`src/rtl/button_event_queue.sv`:
```
// Debounced four-button colour event queue feeding the MIPS button read at address 7.
// Define BTN_EVENT_ECHO_EN to add the led_echo output mirroring the debounced levels.
module button_event_queue #(
    parameter int unsigned DEBOUNCE_CYCLES = 500000,
    parameter int unsigned DEPTH           = 4
) (
    input  logic        clock,
    input  logic        reset,
    input  logic        red_button,
    input  logic        blue_button,
    input  logic        green_button,
    input  logic        yellow_button,
    input  logic        rd_en,
    output logic [31:0] data_out,
    output logic        fifo_empty
`ifdef BTN_EVENT_ECHO_EN
    ,
    output logic [3:0]  led_echo
`endif
);

    localparam int unsigned CNT_W = $clog2(DEBOUNCE_CYCLES) + 1;
    localparam int unsigned PTR_W = $clog2(DEPTH);
    localparam logic [CNT_W-1:0] CNT_LAST = CNT_W'(DEBOUNCE_CYCLES - 1);
    localparam logic [PTR_W:0]   CNT_FULL = (PTR_W + 1)'(DEPTH);

    // Bit index doubles as the colour code: 0 red, 1 blue, 2 green, 3 yellow.
    logic [3:0] raw;
    assign raw = {yellow_button, green_button, blue_button, red_button};

    logic [3:0]       sync1_q, sync1_d;
    logic [3:0]       sync2_q, sync2_d;
    logic [3:0]       stable_q, stable_d;
    logic [3:0]       pending_q, pending_d;
    logic [CNT_W-1:0] cnt_q [4];
    logic [CNT_W-1:0] cnt_d [4];
    logic [1:0]       mem_q [DEPTH];
    logic [1:0]       mem_d [DEPTH];
    logic [PTR_W-1:0] wr_ptr_q, wr_ptr_d;
    logic [PTR_W-1:0] rd_ptr_q, rd_ptr_d;
    logic [PTR_W:0]   count_q, count_d;
    logic             overflow_q, overflow_d;

    logic [3:0] rise;
    logic [3:0] grant;
    logic [1:0] grant_idx;
    logic       accept;
    logic       push;
    logic       pop;

    always_comb begin
        sync1_d  = raw;
        sync2_d  = sync1_q;
        stable_d = stable_q;
        rise     = '0;
        for (int unsigned i = 0; i < 4; i++) begin
            cnt_d[i] = '0;
            if (sync2_q[i] != stable_q[i]) begin
                if (cnt_q[i] == CNT_LAST) begin
                    stable_d[i] = ~stable_q[i];
                    rise[i]     = ~stable_q[i];
                end else begin
                    cnt_d[i] = cnt_q[i] + 1'b1;
                end
            end
        end
    end

    always_comb begin
        fifo_empty = (count_q == '0);
        pop        = rd_en && !fifo_empty;
        // A full FIFO still takes an entry when the same edge pops the head.
        accept     = (count_q != CNT_FULL) || rd_en;
        grant      = '0;
        grant_idx  = '0;
        for (int unsigned i = 0; i < 4; i++) begin
            if (accept && pending_q[i] && grant == '0) begin
                grant[i]  = 1'b1;
                grant_idx = 2'(i);
            end
        end
        push       = |grant;
        // A rise on a still-pending button is dropped rather than merged.
        pending_d  = (pending_q & ~grant) | (rise & ~pending_q);
        overflow_d = (overflow_q & ~rd_en) | (|(rise & pending_q));

        for (int unsigned i = 0; i < DEPTH; i++) begin
            mem_d[i] = mem_q[i];
        end
        if (push) begin
            mem_d[wr_ptr_q] = grant_idx;
        end
        wr_ptr_d = wr_ptr_q + PTR_W'(push);
        rd_ptr_d = rd_ptr_q + PTR_W'(pop);
        count_d  = count_q + (PTR_W + 1)'(push) - (PTR_W + 1)'(pop);

        data_out = {28'b0, overflow_q, !fifo_empty, fifo_empty ? 2'b00 : mem_q[rd_ptr_q]};
    end

    always_ff @(posedge clock) begin
        if (reset) begin
            sync1_q    <= '0;
            sync2_q    <= '0;
            stable_q   <= '0;
            pending_q  <= '0;
            wr_ptr_q   <= '0;
            rd_ptr_q   <= '0;
            count_q    <= '0;
            overflow_q <= 1'b0;
            for (int unsigned i = 0; i < 4; i++) begin
                cnt_q[i] <= '0;
            end
        end else begin
            sync1_q    <= sync1_d;
            sync2_q    <= sync2_d;
            stable_q   <= stable_d;
            pending_q  <= pending_d;
            wr_ptr_q   <= wr_ptr_d;
            rd_ptr_q   <= rd_ptr_d;
            count_q    <= count_d;
            overflow_q <= overflow_d;
            for (int unsigned i = 0; i < 4; i++) begin
                cnt_q[i] <= cnt_d[i];
            end
        end
    end

    // Storage needs no reset: the head is masked whenever the count is zero.
    always_ff @(posedge clock) begin
        for (int unsigned i = 0; i < DEPTH; i++) begin
            mem_q[i] <= mem_d[i];
        end
    end

`ifdef BTN_EVENT_ECHO_EN
    assign led_echo = stable_q;
`endif

endmodule

```
`config.mk`:
```
export PLATFORM = sky130hd
export DESIGN_NAME = button_event_queue
export DESIGN_NICKNAME = d
export VERILOG_FILES = /design/src/rtl/button_event_queue.sv
export SDC_FILE = /design/constraint.sdc
export NUM_CORES = 1
export LEC_CHECK = 0
export ABC_CLOCK_PERIOD_IN_PS = 2500
export CORE_AREA = 3 3 110 112
export CTS_BUF_LIST = sky130_fd_sc_hd__clkbuf_4 sky130_fd_sc_hd__clkbuf_8 sky130_fd_sc_hd__clkbuf_16
export CTS_CLUSTER_DIAMETER = 120
export DETAILED_ROUTE_END_ITERATION = 16
export DIE_AREA = 0 0 113 115
export GPL_TIMING_DRIVEN = 0
export PLACE_DENSITY = 0.63
export SKIP_CTS_REPAIR_TIMING = 1
export SLEW_MARGIN = 0
export SYNTH_ARGS = -nofsm -noshare
export SYNTH_HDL_FRONTEND = slang
export SYNTH_SLANG_ARGS = --single-unit
export TNS_END_PERCENT = 50
```
`constraint.sdc`:
```
create_clock -name clock -period 2.5 [get_ports clock]
set_input_delay 0.25 -clock clock [delete_from_list [all_inputs] [get_ports clock]]
set_output_delay 0.25 -clock clock [all_outputs]
set_load 0.03 [all_outputs]
```
Yosys cells after proc, flatten, opt, wreduce, memory -nomap -nowiden. Memories as Yosys holds them, arrays and structs flattened. A register that Yosys moved wholly into a read port is not among the register bits. Index checks and enable logic that the tools add are counted.

Register bits: 24. Bits in writable memories: 88. Input port bits: 7. Output and inout bits: 33. Logic and storage cells: 107. Memories kept: 2.

Memories: cnt_q (depth 4, bits a word 20, rd ports 4, clocked after Yosys merged registers in 0, wr ports 4, line 35) `logic [CNT_W-1:0] cnt_q [4];`; mem_q (depth 4, bits a word 2, rd ports 5, clocked after Yosys merged registers in 1, wr ports 4, line 37) `logic [1:0] mem_q [DEPTH];`.

Add/sub/neg operators: 8. Order comparisons: 2. Equality and inequality tests: 9. Multiplexer cells: 36. Bitwise operators: 19. Reductions and logical operators: 20.

Operators by type and width (count): $mux 20 (12); $add 20x1->20 const B (4); $eq 20x19->1 const B (4); $mux 1 (16); $and 4x4->4 (3); $mux 2 (5); $logic_and 1x1->1 (9); $bwmux 8 (1); $mux 8 (1); $not 4->4 (2); $reduce_and 2->1 (4); $reduce_or 4->1 (2); $logic_not 3->1 (2); $not 1->1 (6); $or 1x1->1 (5); $add 2x1->2 (2); $demux 2 s2 (1); $ne 1x1->1 (4); $or 4x4->4 (1); $add 3x1->3 (1); $ge 3x3->1 const B (1); $lt 3x1->1 const B (1); $ne 3x3->1 const B (1); $not 2->3 (1); other kinds (5) (5).

Depth between registers and ports, before layout.
Word-level depth: 16. Mapped depth: 9. Gate-level depth less buffers: 9.

Worst setup path before layout. No wires, ideal clock.

Path kind: reg2reg. From: reg count_q[2]. To: reg count_q[2]. Library setup time: 0.128 ns. Arrival: 2.585 ns. Data required time: 2.372 ns. Path slack: -0.213 ns. Cell stages (with the launch flop): 10. Buffers on the path: 0. Cells stage by stage: dfxtp_1 -> nor3_1 -> nor2_1 -> ha_1 -> inv_1 -> ha_1 -> fa_1 -> xnor2_1 -> xnor2_1 -> nor2_1.

Elaborated cells on any way between the ends: 22. Those cells by class: add/sub (2); eq/ne (1); mux (4); bitwise (1); reduce/logical (14).

RTL lines: start, declared (line 41) `logic [PTR_W:0] count_q, count_d;`; start signal, assigned (line 120) `count_q <= count_d;`; $logic_not 3->1 (line 70) `fifo_empty = (count_q == '0);`; net fifo_empty (line 15) `output logic fifo_empty`; $logic_not 1->1 (line 71) `pop = rd_en && !fifo_empty;`; $logic_and 1x1->1 (line 71); $sub 3x1->3 (line 95) `count_d = count_q + (PTR_W + 1)'(push) - (PTR_W + 1)'(pop);`.

The timed path passes the listed nets, and every way through them passes these cells. A chain may end at the register's enable or synchronous reset.

==> flow_metrics.env <==
export IMPL_path_clk_slew_ns=0.07
export IMPL_fmax_mhz=446
export IMPL_crit_path_end_kind="primary output"
export IMPL_worst_pin_slew_ns=1.06
export IMPL_period_share_pct=89.7
export IMPL_ys_seq_area_share_pct=46.4
export IMPL_fin_ws_ns=0.257
export IMPL_hold_viol=0
export IMPL_route_vias_total=3611
export IMPL_ir_drop_mv=0.458
export IMPL_core_area_mm2=0.0113
export IMPL_grt_pass1_wl_um=14800
export IMPL_ys_types=42
export IMPL_powerDensity_mw_per_mm2=673
export IMPL_h_tree_depth=3
export IMPL_numCtsBuffers=9
export IMPL_crit_type="reg -> out"
export IMPL_cts_path_max_buffers=2
export IMPL_drcViolationCount=0
export IMPL_slew_viol_final=0
export IMPL_synthFlopType="dfxtp_1"
export IMPL_grt_pass1_vias=3312
export IMPL_busiest_layer="met2"
export IMPL_rsz0062_at_grt="false"
export IMPL_place_gp_congestion=0.897
export IMPL_post_drt_via_cell_ratio=4.82
export IMPL_routed_wl_um=8480
export IMPL_required_ns=2.25
export IMPL_nNetsFinal=617
export IMPL_endpoint="data_out[0]"
export IMPL_rr_worst_depth=9
export IMPL_wl_per_cell_um=11.3
export IMPL_grt_util_met3_pct=2.11
export IMPL_synth_edf_count=8
export IMPL_drv_cap=0
export IMPL_drt_iter0_drc=133
export IMPL_power_total_w=0.00384
export IMPL_start_util_pct=44.2
export IMPL_diodes=0
export IMPL_cp_arrival_ns=1.99
export IMPL_num_io_pins=40
export IMPL_max_slew_margin_pct=28.6
export IMPL_die_y_um=115
export IMPL_synthCells=554
export IMPL_hpwl_um=6130
export IMPL_reg2reg_from="count_q[0]$_SDFF_PP0_"
export IMPL_dr_pass1_iters=4
export IMPL_cts_root_buffer="clkbuf_16"
export IMPL_placed_cell_area_mm2=0.00539
export IMPL_p_leak_nw=1.98
export IMPL_hp_class="in -> reg"
export IMPL_netlist_area_mm2=0.00501
export IMPL_crit_path_start="rd_ptr_q[0]$_SDFF_PP0_"
export IMPL_die_x_um=113
export IMPL_crit_path_max_fanout=3
export IMPL_async_flop_share_pct=0
export IMPL_finalClockSkew_ns=0.00501
export IMPL_reg2reg_to="count_q[2]$_SDFF_PP0_"
export IMPL_setup_viol=0
export IMPL_grt_use_met2_pct=22.1
export IMPL_grt_max_degree=18
export IMPL_status="complete, no violations"
export IMPL_clock_latency_ns=0.34
export IMPL_syn_avg_cell_area_um2=9.04
export IMPL_multi_input_area_mm2=0.00248
export IMPL_final_cell_area_mm2=0.00571
export IMPL_final_setup_tns_ns=0
export IMPL_cts_tree="built"
export IMPL_ys_ff_latch=112
export IMPL_dieArea_mm2=0.0130
export IMPL_drive_gt1_share_pct=8.91
export IMPL_seq_area_mm2=0.00232
export IMPL_rrSetupSlack_ns=0.29
export IMPL_grtUsageTotal_pct=13.8
export IMPL_postRouteAntennaNets=0
export IMPL_synthToLayoutAreaGrowth_pct=14.0
export IMPL_antenna_found_initial=0
export IMPL_whs_ns=0.336
export IMPL_fillers=1055
export IMPL_grt_use_met1_pct=18.5
export IMPL_fin_crit_ns=2.24
export IMPL_num_rows=39
export IMPL_worstSetupStartpointType="flip-flop"
export IMPL_place_ws_ns=-0.392
export IMPL_port_buffers=10
export IMPL_ys_warnings_count=0
export IMPL_clock_sinks=112
export IMPL_grt_ovfl_total=0
## routing by layer
metal	wire length, um	vias to the layer above
met5	0	-
met2	3740	68
met1	4280	1634
met3	292	12
met4	165	0
li1	-	1897
## critical path: stages, from the launching register on
cell and delay, ns:
dfxtp_1 0.41, mux4_2 0.51, nor2b_1 0.14, clkdlybuf4s50_1 0.59
## through the flow
stage / utilization, % / instances
floorplan: - / 581
global placement: 47.6 / 734
detailed placement: 47.6 / 734
CTS: 50.3 / 750
global route: 50.4 / 749
finish: 50.4 / 749
## cells in the final DEF, fill, tap and decap left out, types with 4 or more instances in the layout
cell type / count
or4b_1: 4
inv_1: 17
buf_4: 29
nand2_1: 26
and4_1: 6
edfxtp_1: 8
nand3_1: 33
ha_1: 8
dfxtp_1: 104
nor2_1: 110
a21oi_1: 7
and3_1: 11
conb_1: 28
or3_1: 4
nor3_1: 16
clkdlybuf4s50_1: 10
nor4_1: 9
xor2_1: 36
clkbuf_16: 9
nor2b_1: 15
clkbuf_1: 9
xnor2_1: 44
nand4_1: 21
## state kept, by name (all words and copies together) (netlist names)
register,flops
cnt_q,80
wr_ptr_q,2
count_q,3
stable_q,4
pending_q,4
rd_ptr_q,2
mem_q,8
sync1_q,4
overflow_q,1
sync2_q,4
## how the worst min path moves through the flow
stage	startpoint	endpoint	slack (ns)	cells after the start
global placement	sync1_q[0]$_SDFF_PP0_	sync2_q[0]$_SDFF_PP0_	0.42	1
global route	reset	sync2_q[1]$_SDFF_PP0_	0.37	2
floorplan	red_button	sync1_q[0]$_SDFF_PP0_	0.38	1
detailed placement	sync1_q[1]$_SDFF_PP0_	sync2_q[1]$_SDFF_PP0_	0.43	1
finish	reset	sync2_q[1]$_SDFF_PP0_	0.34	2
CTS	reset	sync2_q[0]$_SDFF_PP0_	0.34	2
## report_power, final
part	switching, W	internal, W	leakage, nW
Combinational	0.000277	0.000235	0.915
Sequential	0.0000495	0.00184	0.912
Clock	0.000624	0.000814	0.149
## cells by family after synthesis
logic type / synth area share (%)
compound gates: 1.65
other cells: 0.0749
simple gates: 27.7
mux: 1.30
fa+ha+maj: 2.40
flops: 46.4
xor+xnor: 14.0
buf+inv: 6.55
## cell usage after synthesis, drive strengths merged (2+ instances only)
cell / count / area share [%]
nor4: 10 / 1.4
and3: 11 / 1.4
a21oi: 7 / 0.70
xor2: 36 / 6.3
nand2: 26 / 1.9
inv: 17 / 1.3
and2: 3 / 0.37
mux2i: 2 / 0.40
nor3b: 3 / 0.45
ha: 8 / 2.0
o21ai: 2 / 0.20
dfxtp: 104 / 42
nor3: 17 / 1.7
mux4: 2 / 0.90
nor4b: 3 / 0.52
or3: 4 / 0.50
nand3: 34 / 3.5
xnor2: 44 / 7.7
nor2: 110 / 8.2
nor2b: 15 / 1.9
buf: 30 / 4.4
edfxtp: 8 / 4.8
or4b: 4 / 0.80
nand4: 21 / 2.6
clkbuf: 11 / 0.82
nand3b: 2 / 0.30
and4: 6 / 1.0
nand2b: 3 / 0.37
## layout make-up
class	count	share of cell area [%]
Multi-Input combinational cell	411	43.4
Sequential cell	112	40.7
Buffer	40	4.58
Clock buffer	11	4.32
Tap cell	143	3.13
Timing Repair Buffer	10	1.75
Inverter	17	1.12
Clock inverter	5	0.986
Power figures use the tool's default switching activity.
